==> src/rtl/uart_rx_fifo.sv <==
// UART receiver with 3-sample majority voting, false-start rejection, optional parity and
// second stop bit, feeding a show-ahead receive FIFO with a valid/ready pop interface.
module uart_rx_fifo #(
  parameter int unsigned DATA_W     = 8,
  parameter int unsigned PRESCALE_W = 6,
  parameter int unsigned DEPTH      = 4
) (
  input  logic                       clk,
  input  logic                       rst,
  input  logic [PRESCALE_W-1:0]      prescale,
  input  logic                       par_en,
  input  logic                       par_typ,
  input  logic                       stop2,
  input  logic                       rx_in,
  output logic [DATA_W-1:0]          rx_data,
  output logic                       rx_par_err,
  output logic                       rx_stop_err,
  output logic                       rx_valid,
  input  logic                       rx_ready,
  output logic [$clog2(DEPTH+1)-1:0] fifo_count,
  output logic                       overrun,
  input  logic                       ovr_clr
);

  localparam int unsigned AW = $clog2(DEPTH);
  localparam int unsigned CW = $clog2(DEPTH + 1);
  localparam int unsigned BW = $clog2(DATA_W);
  localparam int unsigned EW = DATA_W + 2;
  localparam logic [BW-1:0] LastBit = BW'(DATA_W - 1);
  localparam logic [CW-1:0] Full    = CW'(DEPTH);

  typedef enum logic [2:0] {StIdle, StStart, StData, StParity, StStop} state_e;

  state_e                  state_q;
  logic                    rx_meta_q, rxs_q;
  logic [PRESCALE_W-1:0]   p_q, edge_q;
  logic                    par_en_q, par_typ_q, stop2_q;
  logic [BW-1:0]           bit_q;
  logic                    stop_idx_q;
  logic                    s0_q, s1_q;
  logic [DATA_W-1:0]       data_q;
  logic                    par_err_q, stop_err_q;

  logic [PRESCALE_W-1:0]   mid, mid_m1, mid_p1;
  logic                    bit_end, decide, maj, last_stop, push;
  logic [EW-1:0]           push_word;

  assign mid       = p_q >> 1;
  assign mid_m1    = mid - PRESCALE_W'(1);
  assign mid_p1    = mid + PRESCALE_W'(1);
  assign bit_end   = (edge_q == p_q - PRESCALE_W'(1));
  assign decide    = (edge_q == mid_p1);
  // Third sample is the live synchronised value at the decision cycle.
  assign maj       = (s0_q & s1_q) | (s0_q & rxs_q) | (s1_q & rxs_q);
  assign last_stop = ~stop2_q | stop_idx_q;
  assign push      = (state_q == StStop) && decide && last_stop;
  assign push_word = {stop_err_q | ~maj, par_err_q, data_q};

  always_ff @(posedge clk) begin
    if (rst) begin
      state_q    <= StIdle;
      rx_meta_q  <= 1'b1;
      rxs_q      <= 1'b1;
      p_q        <= '0;
      edge_q     <= '0;
      par_en_q   <= 1'b0;
      par_typ_q  <= 1'b0;
      stop2_q    <= 1'b0;
      bit_q      <= '0;
      stop_idx_q <= 1'b0;
      s0_q       <= 1'b1;
      s1_q       <= 1'b1;
      data_q     <= '0;
      par_err_q  <= 1'b0;
      stop_err_q <= 1'b0;
    end else begin
      rx_meta_q <= rx_in;
      rxs_q     <= rx_meta_q;
      if (state_q != StIdle) begin
        edge_q <= bit_end ? '0 : edge_q + PRESCALE_W'(1);
        if (edge_q == mid_m1) s0_q <= rxs_q;
        if (edge_q == mid)    s1_q <= rxs_q;
      end
      case (state_q)
        StIdle: begin
          if (!rxs_q) begin
            state_q    <= StStart;
            edge_q     <= PRESCALE_W'(1);
            p_q        <= prescale;
            par_en_q   <= par_en;
            par_typ_q  <= par_typ;
            stop2_q    <= stop2;
            bit_q      <= '0;
            stop_idx_q <= 1'b0;
            par_err_q  <= 1'b0;
            stop_err_q <= 1'b0;
          end
        end
        StStart: begin
          if (decide && maj) state_q <= StIdle;
          else if (bit_end)  state_q <= StData;
        end
        StData: begin
          if (decide) data_q <= {maj, data_q[DATA_W-1:1]};
          if (bit_end) begin
            if (bit_q == LastBit) state_q <= par_en_q ? StParity : StStop;
            else                  bit_q   <= bit_q + BW'(1);
          end
        end
        StParity: begin
          if (decide)  par_err_q <= (maj != (^data_q ^ par_typ_q));
          if (bit_end) state_q   <= StStop;
        end
        StStop: begin
          if (decide) begin
            stop_err_q <= stop_err_q | ~maj;
            if (last_stop) state_q <= StIdle;
          end
          if (bit_end) stop_idx_q <= 1'b1;
        end
        default: state_q <= StIdle;
      endcase
    end
  end

  logic [EW-1:0] mem_q [DEPTH];
  logic [AW-1:0] rd_q, wr_q;
  logic [CW-1:0] count_q;
  logic          full, pop, wr_en, drop;

  assign full  = (count_q == Full);
  assign pop   = rx_valid & rx_ready;
  // A full FIFO still accepts a push when the head leaves in the same cycle.
  assign wr_en = push & (~full | pop);
  assign drop  = push & full & ~pop;

  always_ff @(posedge clk) begin
    if (wr_en) mem_q[wr_q] <= push_word;
  end

  always_ff @(posedge clk) begin
    if (rst) begin
      rd_q    <= '0;
      wr_q    <= '0;
      count_q <= '0;
      overrun <= 1'b0;
    end else begin
      if (wr_en) wr_q <= wr_q + AW'(1);
      if (pop)   rd_q <= rd_q + AW'(1);
      case ({wr_en, pop})
        2'b10:   count_q <= count_q + CW'(1);
        2'b01:   count_q <= count_q - CW'(1);
        default: count_q <= count_q;
      endcase
      if (drop)         overrun <= 1'b1;
      else if (ovr_clr) overrun <= 1'b0;
    end
  end

  assign rx_valid   = (count_q != '0);
  assign fifo_count = count_q;
  assign {rx_stop_err, rx_par_err, rx_data} = rx_valid ? mem_q[rd_q] : '0;

endmodule

==> config.mk <==
export PLATFORM = sky130hd
export DESIGN_NAME = uart_rx_fifo
export DESIGN_NICKNAME = d
export VERILOG_FILES = /design/src/rtl/uart_rx_fifo.sv
export SDC_FILE = /design/constraint.sdc
export NUM_CORES = 1
export LEC_CHECK = 0
export BUFFER_PORTS_ARGS = -buffer_cell sky130_fd_sc_hd__buf_2
export CAP_MARGIN = 20
export CORE_MARGIN = 4
export CORE_UTILIZATION = 60
export CTS_BUF_LIST = sky130_fd_sc_hd__clkbuf_16
export DETAILED_ROUTE_END_ITERATION = 6
export PLACE_DENSITY = 0.79
export SLEW_MARGIN = 20
export SYNTH_ARGS = -nofsm -noshare
export SYNTH_HDL_FRONTEND = slang
export SYNTH_SLANG_ARGS = --single-unit
==> constraint.sdc <==
create_clock -name clk -period 3.2 [get_ports clk]
set_input_delay 0.16 -clock clk [delete_from_list [all_inputs] [get_ports clk]]
set_output_delay 0.16 -clock clk [all_outputs]
set_load 0.005 [all_outputs]
[Word-level counts from Yosys, hierarchy flattened]
Memories as Yosys holds them, arrays and structs flattened. A register that Yosys moved wholly into a read port is not among the register bits.
Cells that the tools add are included.
Cells by class
  add/sub/neg operators: 9
  equal/unequal tests: 23
  muxes and demuxes: 33
  bitwise operators: 18
  reductions and logical operators: 21
Operator list (number)
  2-to-1 mux 3 bit: 12
  2-to-1 mux 6 bit: 4
  == test 6 bit: 3
  inequality test 2 bit (second input constant): 9
  case mux 3 bit (5 select lines): 1
  case mux 3 bit (2 select lines): 2
  2-to-1 mux 10 bit: 1
  nonzero test 2 bit: 5
  == test 3 bit (second input constant): 3
  AND reduction 3 bit: 3
  2-to-1 mux 1 bit: 8
  AND reduction 2 bit: 4
  parity 8 bit: 1
  bitwise AND 1 bit: 7
  AND reduction 7 bit: 1
  adder 3 x 1 -> 3 bit (second input constant): 2
  adder 5 x 1 -> 6 bit (second input constant): 1
  adder 6 x 1 -> 6 bit (second input constant): 1
  == test 3 x 2 -> 1 bit (second input constant): 2
  == test 6 x 5 -> 1 bit: 1
  case mux 1 bit (2 select lines): 3
  nonzero test 3 bit: 2
  subtractor 5 x 1 -> 6 bit (second input constant): 1
  subtractor 6 x 1 -> 6 bit (second input constant): 1
  14 further kinds: 26
Storage, ports and cells
  flip-flop bits (word level): 44
  RAM bits: 40
  input bits: 14
  output and inout bits: 15
  word-level logic and storage cells: 124
  memories: 1
Memories
  mem_q: words 4, bits a word 10, read ports 1, clocked after memory_dff 1, wr ports 1, line 126  | logic [EW-1:0] mem_q [DEPTH];

[Depth between registers and ports, before layout]
Gate-level depths: netlist of run 1.
  depth after elaboration: 7
  gate-level depth with buffers: 12
  mapped depth without buffers: 11

[Worst setup path before layout of run 1]
No wires, ideal clock.
  path kind: reg2reg
  from: register p_q[1]
  to: register count_q[2] (netlist: fifo_count[2])
  setup time: 0.093 ns
  data arrival time: 2.746 ns
  data required time: 3.107 ns
  setup slack: 0.361 ns
  cell stages (with the launch flop): 12
  path buffers: 1
  clock period less this slack: 2.839 ns
  cells stage by stage: dfxtp_1 -> buf_2 -> inv_1 -> ha_1 -> xor2_1 -> nor4_4 -> nand4_4 -> nor2_1 -> nor2_1 -> fa_1 -> o32a_1 -> o311ai_2
On the way
  longest elaborated chain between the ends: 7
  elaborated cells between the ends (all ways): 9
  classes of those cells: add/sub: 1; eq/ne: 3; mux: 1; bitwise: 1; reduce/logical: 3
RTL lines
  start: declaration: line 36  | logic [PRESCALE_W-1:0] p_q, edge_q;
  start signal: assignment: line 89  | p_q <= prescale;
  adder 5 x 1 -> 6 bit *: line 50  | assign mid_p1 = mid + PRESCALE_W'(1);
  == test 6 bit *: line 52  | assign decide = (edge_q == mid_p1);
  logical AND 1 bit * (2 in series): line 56  | assign push = (state_q == StStop) && decide && last_stop;
  bitwise AND 1 bit *: line 134  | assign wr_en = push & (~full | pop);
  == test 2 x 1 -> 1 bit / == test 2 bit (equally long branches): line 150  | case ({wr_en, pop})
  case mux 3 bit (2 select lines) / nonzero test 2 bit (equally long branches)
  end signal: assignment: line 151  | 2'b10: count_q <= count_q + CW'(1);
  end signal: assignment: line 152  | 2'b01: count_q <= count_q - CW'(1);
  end signal: assignment: line 153  | default: count_q <= count_q;
  end: declaration: line 128  | logic [CW-1:0] count_q;
Every way passes the cells marked *; elsewhere a longest branch is shown, timed or not.
A chain may end at the register's enable or synchronous reset.

[Worst setup path after layout of run 1]
Same ends and word-level chain as after synthesis.

==> out/qor.txt, run 1 <==
Fin cells -> 512
Final Slew Violations -> 0
Sequential area share after synthesis -> 49.3%
Largest net degree at the start of global routing -> 41
Arr. time, crit path -> 3.14 ns
Reg power frac -> 47.0%
Total track usage -> 21.1%
Hold Path Stages -> 2
Critical path class -> reg2reg
Final hold vios -> 0
Total gr overflow -> 0
DR iter-0 viols -> 176
Post-CTS Setup Repair Bufs -> 0
Post-synth ARST share -> 0%
Die Width -> 92.7 um
Post-synthesis cell type count -> 71
Clock root buffer -> clkbuf_16
Fmax -> 345 MHz
Max cap viols -> 0
Clock Power Share -> 47.9%
Mapped Area -> 0.00431 sq mm
Worst reg2reg path endpoint -> fifo_count[2]
Synth Net Count -> 415
Sw Share -> 20.8%
Detailed Routing Iterations Pass 1 -> 5
Starting Density -> 62.7%
Status -> finished clean
Rel. slew slack -> 52.8%
Final clock period utilization by the worst path -> 90.7%
Hold crit path type -> in2reg
WL per Instance -> 16.7 um
Synthesized flop and latch total -> 86
DR vias/cell -> 5.87
Crit path to -> fifo_count[2]
Tmin final -> 2.90 ns
Int Power -> 1960 uW
Dpl cells -> 496
FF-to-FF path depth -> 10
Via count -> 3006
Worst-path fanout max -> 9
Clk_lat worst skew -> 0.33 ns
Final antenna-violating net count -> 0
Filler instances -> 497
Final Wtd Congestion -> 0.871
Switching power -> 515 uW
IO Pins -> 29
# port buffers -> 28
Layout cell share with drive strength beyond 1 -> 18.3%
First-pass GRT wire length -> 14.3 mm
Power Dens Cells -> 512 mW/mm^2
Total die area -> 0.00860 sq mm
Gate power share -> 5.1%
Reg2reg setup slack -> 0.30 ns
Clock slew seen by the registers of the worst setup and hold paths -> 0.06 ns
Drt total wl -> 8.54 mm
Startpoint Class -> flip-flop
Ant diodes -> 0
H-tree depth -> 3
Fin nets -> 437
Setup Skew -> 0.00334 ns
Post-synth EDFFs -> 40
CP Capture Type -> flip-flop
DRC viols -> 0
Floorplan row count -> 30
Critical path launch point -> p_q[1]
Synth warn -> 0
CTS tree -> yes
Synthesized area per cell -> 11.1 sq um
Worst slew pin tran -> 0.702 ns
Inserted Clock Buffers -> 9
VDD IR max -> 0.000308 V
Setup-failing EPs final -> 0
Leak pwr -> 0.00177 uW
Top FF cell, synth -> dfxtp_1
P&R area growth vs syn -> 12.3%
CTS Sinks -> 86
Setup TNS -> 0 ns
Crit path required time -> 3.44 ns
HPWL after detailed placement -> 5.72 mm
Die Y -> 92.7 um
Clock buffer depth -> 2
Cell count after synthesis -> 389
Initial antenna violation count -> 0
Total core area -> 0.00687 sq mm
Number of global-route vias before repair -> 2926
RSZ-0062 raised after global routing -> false
R2r startpoint -> p_q[1]
==> cells in the mapped netlist, types with 4 or more instances <==
cell	number	share of area, %
mux2i_1	13	3.0
nand4_1	8	1.2
and2_1	20	2.9
nand2_1	38	3.3
nand2b_1	5	0.73
nor2b_1	4	0.58
a21oi_1	18	2.1
or3_1	4	0.58
nor3_1	4	0.46
edfxtp_1	40	28
buf_2	5	0.58
o211ai_1	4	0.70
inv_1	11	0.96
dfxtp_1	46	21
mux4_2	10	5.2
clkbuf_1	11	0.96
xor2_1	11	2.2
xnor2_1	22	4.5
nand3_1	13	1.5
ha_1	11	3.2
nor2_1	25	2.2
==> timing repair <==
item | in CTS | in global routing
resized for setup | 0 | 2
endpoints found under the setup margin | 0 | 1
hold buffers | 0 | 0
hold endpoints to repair | 0 | 0
==> flip-flops by register name (all words and copies together), names as in the netlist, 2 cells and up, named ones only <==
signal,cells
fifo_count,3
rd_q,2
edge_q,6
mem_q,40
state_q,3
p_q,6
wr_q,2
data_q,8
bit_q,3
==> per-layer routing <==
| metal | global-route usage, % | vias up | wire, um |
|---|---|---|---|
| met5 | 0 | - | 0 |
| met4 | 4.64 | 0 | 59 |
| met3 | 4.31 | 5 | 521 |
| met2 | 34.4 | 105 | 4150 |
| met1 | 29.1 | 1445 | 3810 |
| li1 | - | 1451 | - |
==> stage by stage <==
| step | worst slack [ns] | util [%] | total power [uW] | hold WS [ns] | cell area [sq um] |
|---|---|---|---|---|---|
| floorplan | 0.361 | - | 1280 | 0.264 | 4310 |
| global placement | 0.327 | 65.4 | 1310 | 0.347 | 4490 |
| detailed placement | 0.208 | 65.4 | 1310 | 0.346 | 4490 |
| CTS | 0.183 | 70.4 | 2490 | 0.00458 | 4840 |
| global route | 0.104 | 70.4 | 2550 | 0.0124 | 4840 |
| finish | 0.299 | 70.4 | 2480 | 0.00960 | 4840 |
==> critical path: stages, from the launching register on <==
cell and delay, ns:
dfxtp_2 0.42, inv_1 0.11, ha_1 0.31, xor2_1 0.20, nor4_4 0.30, nand4_4 0.18
nor2_1 0.17, nor2_1 0.09, fa_1 0.44, o32a_1 0.38, o311ai_2 0.21
==> power by group through the flow <==
stage | Clock [uW] | Sequential (uW) | Combinational (uW)
after floorplan | 0 | 1180 | 98.5
after global placement | 0 | 1190 | 122
after detailed placement | 0 | 1190 | 124
after CTS | 1200 | 1170 | 126
after global routing | 1250 | 1170 | 139
final | 1190 | 1170 | 127
==> cell usage in the layout, fill, tap and decap left out, types with 10 or more instances in the layout <==
master | synthesis | final
dfxtp_1 | 46 | 44
edfxtp_1 | 40 | 40
nand2_1 | 38 | 38
buf_2 | 5 | 28
nor2_1 | 25 | 25
xnor2_1 | 22 | 22
and2_1 | 20 | 20
a21oi_1 | 18 | 18
nand3_1 | 13 | 13
mux2i_1 | 13 | 13
inv_1 | 11 | 12
xor2_1 | 11 | 11
ha_1 | 11 | 11
mux4_2 | 10 | 10
==> area by class of cell <==
| cell class | instances | area [sq um] | area share, % |
|---|---|---|---|
| clock buffer | 9 | 225 | 4.65 |
| clock inverter | 7 | 120 | 2.48 |
| inverter | 12 | 45.0 | 0.931 |
| multi-input combinational | 270 | 2030 | 42.0 |
| sequential | 86 | 2120 | 43.9 |
| tap | 96 | 120 | 2.48 |
| timing repair buffer | 32 | 170 | 3.52 |
==> how the worst min path moves through the flow <==
| stage | startpoint | end | slack [ns] |
|---|---|---|---|
| floorplan | rx_in | rx_meta_q | 0.26 |
| global placement | rx_in | rx_meta_q | 0.35 |
| detailed placement | rx_in | rx_meta_q | 0.35 |
| CTS | rx_in | rx_meta_q | 0.005 |
| global route | rx_in | rx_meta_q | 0.01 |
| finish | rx_in | rx_meta_q | 0.01 |
==> cells by family after synthesis <==
| logic type | count (synthesis) | share of synthesized area [%] |
|---|---|---|
| xor gates and xnor gates | 34 | 7.09 |
| muxes | 24 | 8.51 |
| buffers and inverters | 33 | 3.54 |
| DFF | 86 | 49.3 |
| AOI/OAI and AO/OA | 57 | 9.56 |
| and+or+nand+nor | 142 | 18.2 |
| adders and majority gates | 13 | 3.89 |
Power figures use the tool's default switching activity.
==> inputs of run 2 (changes only) <==
--- a/config.mk
+++ b/config.mk
@@ -11,7 +11,7 @@
 export CORE_UTILIZATION = 60
 export CTS_BUF_LIST = sky130_fd_sc_hd__clkbuf_16
 export DETAILED_ROUTE_END_ITERATION = 6
-export PLACE_DENSITY = 0.79
+export PLACE_DENSITY = 0.89
 export SLEW_MARGIN = 20
 export SYNTH_ARGS = -nofsm -noshare
 export SYNTH_HDL_FRONTEND = slang
==> run 2 against run 1 <==
Against the previous run:
- cell area fell by 0.47%
- clock power is 8% lower
- first-iteration DRC count up 55%
- sequential power barely moved
- critical path depth is the same
- sequential cell count stayed put
- fmax decreased by 2.3%
- die area unchanged
- power decreased by 3.6%
- count of clock-buffer cells in the layout unchanged
==> out/qor.txt, run 2 (same netlist as run 1, synthesis figures left out) <==
CTS Sinks -> 86 (unchanged)
# port buffers -> 28 (unchanged)
Hold Path Stages -> 3 (+1)
Clock slew seen by the registers of the worst setup and hold paths -> 0.07 ns (about the same)
Family with the most delay on the worst path -> simple AND/OR/NAND/NOR gates
Metal-1 WL -> 4.03 mm (+5.8%)
HPWL after detailed placement -> 6.09 mm (+6.6%)
Inserted Clock Buffers -> 9 (unchanged)
Worst slew pin tran -> 0.675 ns (-0.0268 ns)
Rel. slew slack -> 54.6% (+1.8 points)
Starting Density -> 62.7% (unchanged)
Total die area -> 0.00860 sq mm (unchanged)
Tmin final -> 2.97 ns (+0.0693 ns)
Post-CTS Setup Repair Bufs -> 0 (unchanged)
Most frequent cells in the layout -> dfxtp_1, edfxtp_1, nand2_1, buf_2, nor2_1
IO Pins -> 29 (unchanged)
Final clock period utilization by the worst path -> 92.8% (+2.2 points)
WL per Instance -> 18.0 um (+7.7%)
Layout cell share with drive strength beyond 1 -> 18.5% (+0.20 points)
First-pass GRT wire length -> 15.1 mm (+5.3%)
H-tree depth -> 3 (unchanged)
Clock root buffer -> clkbuf_16
Max cap viols -> 0 (unchanged)
Total gr overflow -> 0 (unchanged)
Drt total wl -> 9.21 mm (+7.9%)
Setup Skew -> 0.0112 ns (+0.00785 ns)
Final Instance Area -> 0.00482 sq mm (-0.47%)
Crit path required time -> 3.45 ns (about the same)
Critical path class -> reg2reg
RSZ-0062 raised after global routing -> false
Largest registers -> mem_q x40, data_q x8
Total core area -> 0.00687 sq mm (unchanged)
Status -> finished clean
DR iter-0 viols -> 272 (+55%)
Setup-failing EPs final -> 0 (unchanged)
CTS tree -> yes
VDD IR max -> 0.000356 V (+16%)
Arr. time, crit path -> 3.22 ns (+0.08 ns)
Worst-path fanout max -> 9 (unchanged)
Total track usage -> 22.8% (+1.8 points)
Routed length on met2 -> 4.44 mm (+7.0%)
Die Width -> 92.7 um (unchanged)
Met3 Routed Length -> 551 um (+5.8%)
DRC viols -> 0 (unchanged)
CP Capture Type -> flip-flop
Die Y -> 92.7 um (unchanged)
Hold crit path type -> in2reg
Largest net degree at the start of global routing -> 41 (unchanged)
Final Slew Violations -> 0 (unchanged)
DR vias/cell -> 5.98 (+1.9%)
Final hold vios -> 0 (unchanged)
CP Cell Sequence -> inv_1, ha_1, xor2_1, nor4_4, nand4_4, nor2_1, nor2_1, fa_1, o32a_1, o311ai_2
Final antenna-violating net count -> 0 (unchanged)
Via count -> 3070 (+2.1%)
CP max stage delay -> 0.44 ns (about the same)
FF-to-FF path depth -> 10 (unchanged)
Leak pwr -> 0.00176 uW (-0.75%)
Startpoint Class -> flip-flop
Fin nets -> 438 (+0.23%)
Most common cell after layout, fill and taps aside -> dfxtp_1
Setup TNS -> 0 ns (unchanged)
Cell Area, Placed -> 0.00449 sq mm (unchanged)
P&R area growth vs syn -> 11.8%
Clk_lat worst skew -> 0.35 ns (+0.02 ns)
Initial antenna violation count -> 0 (unchanged)
Detailed Routing Iterations Pass 1 -> 4 (-1)
Ant diodes -> 0 (unchanged)
Number of global-route vias before repair -> 2949 (+0.79%)
Buf/Inv on CP -> 1 (unchanged)
Slowest cell on the critical path -> fa_1
Clock buffer depth -> 2 (unchanged)
Power Dens Cells -> 496 mW/mm^2 (-3.2%)
Crit path depth -> 10 (unchanged)
Most frequent CP cell -> nor2_1
Floorplan row count -> 30 (unchanged)
Max reg flops -> 40 (unchanged)
Final Wtd Congestion -> 0.853 (-2.1%)
Fmax -> 337 MHz (-2.3%)
Filler instances -> 487 (-2.0%)
Largest register by flop count -> mem_q
Top Metal Used -> met4
-- run 2: cell types whose count changed in the layout (fill, tap and decap cells not counted), sizes merged --
cell         delta
clkinv          +1
bufinv          -2
inv             +1
dlygate4sd3     +1
-- run 2: stage by stage --
step | std cells | worst slack, ns | total power [uW] | hold WS (ns) | utilization (%)
2_1_floorplan | 389 | 0.361 | 1280 | 0.264 | -
3_3_place_gp | 496 | 0.328 | 1310 | 0.347 | 65.4
3_5_place_dp | 496 | 0.167 | 1310 | 0.346 | 65.4
4_1_cts | 513 | 0.116 | 2390 | 0.0462 | 70.1
5_1_grt | 513 | 0.0599 | 2460 | 0.0512 | 70.1
6_report | 513 | 0.230 | 2390 | 0.0486 | 70.1
-- run 2: layout make-up --
cell class                 instances  area, sq um  area share [%]
timing repair buffer              33          180            3.74
sequential                        86         2120            44.1
tap                               96          120            2.49
inverter                          12         45.0           0.935
multi-input combinational        270         2030            42.2
clock buffer                       9          225            4.68
clock inverter                     7         87.6            1.82
-- run 2: power breakdown --
part / switching (uW) / total [uW] / internal, uW
combinational: 81.1 / 130 / 48.7
clock: 470 / 1090 / 624
sequential: 15.6 / 1160 / 1150
total: 567 / 2390 / 1820
-- run 2: worst register-to-register path: cells and delay by family (launching register included) --
kind                     cells  cell delay (ns)
AND/OR/NAND/NOR              4             0.82
adder cells (fa/ha/maj)      2             0.75
AO/OA/AOI/OAI                2             0.60
flip-flops                   1             0.41
XOR/XNOR                     1             0.21
buffers and inverters        1             0.11
-- run 2: worst paths after layout --
path / to / slack [ns] / from
setup reg to reg: fifo_count[2] / 0.23 / p_q[1]
setup / recovery: fifo_count[2] / 0.23 / p_q[1]
hold / removal: p_q[2] / 0.05 / prescale[2]
hold reg to reg: rxs_q / 0.41 / rx_meta_q
-- run 2: layer usage --
metal  vias to the layer above  global-route usage [%]
li1                       1453                       -
met1                      1502                    31.1
met2                       103                    35.7
met3                        12                    5.36
met4                         0                    8.18
met5                         -                       0
-- run 2: timing repair --
action | CTS | global route
hold buffers | 1 | 0
gates resized for setup | 0 | 2
setup endpoints to repair | 0 | 1
hold endpoints to repair | 1 | 0
==> inputs of run 3 (changes only) <==
--- a/config.mk
+++ b/config.mk
@@ -7,11 +7,10 @@
 export LEC_CHECK = 0
 export BUFFER_PORTS_ARGS = -buffer_cell sky130_fd_sc_hd__buf_2
 export CAP_MARGIN = 20
-export CORE_MARGIN = 4
-export CORE_UTILIZATION = 60
+export CORE_UTILIZATION = 32
 export CTS_BUF_LIST = sky130_fd_sc_hd__clkbuf_16
 export DETAILED_ROUTE_END_ITERATION = 6
-export PLACE_DENSITY = 0.89
+export PLACE_DENSITY = 0.58
 export SLEW_MARGIN = 20
 export SYNTH_ARGS = -nofsm -noshare
 export SYNTH_HDL_FRONTEND = slang
==> run 3 against run 2 <==
Against the previous run:
- final cell count increased by 16%
- register-to-register slack improved by 0.07 ns
- core utilization decreased by 33 points
- wire length decreased by 2.3%
- die area increased by 62%
==> out/qor.txt, run 3 (same netlist as run 1, synthesis figures left out) <==
Max reg flops -> 40 (unchanged)
Drt total wl -> 9.00 mm (-2.3%)
Crit path to -> fifo_count[2]
Clock Power Share -> 47.3% (+1.5 points)
DR iter-0 viols -> 260 (-4.4%)
Die Y -> 118 um (+27%)
Largest register by flop count -> mem_q
VDD IR max -> 0.000240 V (-33%)
Number of global-route vias before repair -> 2958 (+0.31%)
Final Wtd Congestion -> 0.841 (-1.4%)
Post-CTS Setup Repair Bufs -> 0 (unchanged)
Max cap viols -> 0 (unchanged)
Most common cell after layout, fill and taps aside -> dfxtp_1
Final antenna-violating net count -> 0 (unchanged)
Startpoint Class -> flip-flop
Total core area -> 0.0132 sq mm (+92%)
Arr. time, crit path -> 3.16 ns (-0.06 ns)
Rel. slew slack -> 48.6% (-6.1 points)
Hold_ws -> 0.0452 ns (-0.00346 ns)
DRC viols -> 0 (unchanged)
Inserted Clock Buffers -> 9 (unchanged)
Via count -> 2933 (-4.5%)
Clock slew seen by the registers of the worst setup and hold paths -> 0.07 ns (about the same)
P&R area growth vs syn -> 14.8%
Fin cells -> 595 (+16%)
Layout cell share with drive strength beyond 1 -> 18.4% (-0.088 points)
Hold crit path type -> in2reg
R2r startpoint -> p_q[1]
Clock root buffer -> clkbuf_16
Status -> finished clean
Worst slew pin tran -> 0.765 ns (+0.0902 ns)
Total die area -> 0.0139 sq mm (+62%)
Largest registers -> mem_q x40, data_q x8
PostCTS Resize Cnt -> 0 (unchanged)
Critical path launch point -> p_q[1]
Tmin final -> 2.91 ns (-0.0652 ns)
Floorplan row count -> 42 (+40%)
Die Width -> 118 um (+27%)
Dpl cells -> 578 (+17%)
Final hold vios -> 0 (unchanged)
Sequential cell area -> 0.00212 sq mm (-0.12%)
Setup TNS -> 0 ns (unchanged)
RSZ-0062 raised after global routing -> false
CTS Sinks -> 86 (unchanged)
Worst-path fanout max -> 5 (-4)
Finished Core Util -> 37.5% (-33 points)
DR vias/cell -> 4.93 (-18%)
Filler instances -> 1299 (+170%)
Most frequent cells in the layout -> dfxtp_1, edfxtp_1, nand2_1, buf_2, nor2_1
Crit path required time -> 3.45 ns (about the same)
Fmax -> 344 MHz (+2.2%)
Post-CTS Hold Buffers -> 1 (unchanged)
Sw Share -> 22.9% (-0.78 points)
Ant diodes -> 0 (unchanged)
WL per Instance -> 15.1 um (-16%)
Final clock period utilization by the worst path -> 90.8% (-2.0 points)
Power Dens Cells -> 497 mW/mm^2 (+0.22%)
CTS tree -> yes
Fin nets -> 440 (+0.46%)
Reg power frac -> 47.3% (-1.5 points)
# port buffers -> 28 (unchanged)
H-tree depth -> 3 (unchanged)
Initial antenna violation count -> 0 (unchanged)
Total track usage -> 13.9% (-8.9 points)
Reg2reg setup slack -> 0.29 ns (+0.07 ns)
CP Capture Type -> flip-flop
Leak pwr -> 0.00177 uW (+0.57%)
Setup-failing EPs final -> 0 (unchanged)
Starting Density -> 32.7% (-30 points)
Area occupied by multi-input gates -> 0.00203 sq mm (unchanged)
FF-to-FF path depth -> 10 (unchanged)
Largest net degree at the start of global routing -> 41 (unchanged)
Total gr overflow -> 0 (unchanged)
Worst reg2reg path endpoint -> fifo_count[2]
Clk_lat worst skew -> 0.35 ns (about the same)
Gate power share -> 5.4% (about the same)
HPWL after detailed placement -> 6.13 mm (+0.58%)
Int Power -> 1890 uW (+4.0%)
Clock buffer depth -> 2 (unchanged)
Total power -> 2460 uW (+2.9%)
IO Pins -> 29 (unchanged)
Final Slew Violations -> 0 (unchanged)
Switching power -> 564 uW (-0.49%)
First-pass GRT wire length -> 15.0 mm (-0.46%)
Detailed Routing Iterations Pass 1 -> 4 (unchanged)
Critical path class -> reg2reg
Setup Skew -> 0.00707 ns (-0.00411 ns)
run 3: worst min path at each step:
stage	from	to	slack, ns	depth (start not counted)
2_1_floorplan	rx_in	rx_meta_q	0.26	1
3_3_place_gp	rx_in	rx_meta_q	0.35	2
3_5_place_dp	rx_in	rx_meta_q	0.35	2
4_1_cts	par_en	par_en_q	0.04	3
5_1_grt	stop2	stop2_q	0.06	3
6_report	par_en	par_en_q	0.05	3
run 3: final cells by class:
cell class	instances	area share, %
clock buffer	9	4.55
clock inverter	7	2.10
inverter	12	0.911
multi-input combinational	270	41.1
sequential	86	42.9
tap	176	4.45
timing repair buffer	35	3.95
run 3: per-layer routing:
| layer | part of all wire (%) | vias to the layer above | global-route usage (%) |
|---|---|---|---|
| li1 | - | 1460 | - |
| met1 | 45 | 1401 | 16.9 |
| met2 | 49 | 60 | 23.8 |
| met3 | 3.8 | 12 | 2.71 |
| met4 | 1.8 | 0 | 6.01 |
| met5 | 0 | - | 0 |
run 3: power groups by stage:
stage	sequential [uW]	combinational (uW)	clock (uW)
finish	1160	133	1160
global route	1160	149	1230
CTS	1160	133	1180
detailed placement	1190	131	0
global placement	1190	129	0
floorplan	1180	98.5	0
run 3: through the flow:
stage / area, sq um / worst slack [ns]
finish: 4940 / 0.295
global route: 4940 / 0.118
CTS: 4940 / 0.288
detailed placement: 4610 / 0.309
global placement: 4610 / 0.416
floorplan: 4310 / 0.361
run 3: critical path, cell delays in order, from the launching register on:
cell and delay, ns:
dfxtp_1 0.33, inv_1 0.07, ha_1 0.31, xor2_1 0.20
nor4_4 0.31, nand4_4 0.19, nor2_1 0.27, nor2_1 0.10
fa_1 0.45, o32a_1 0.38, o311ai_2 0.20
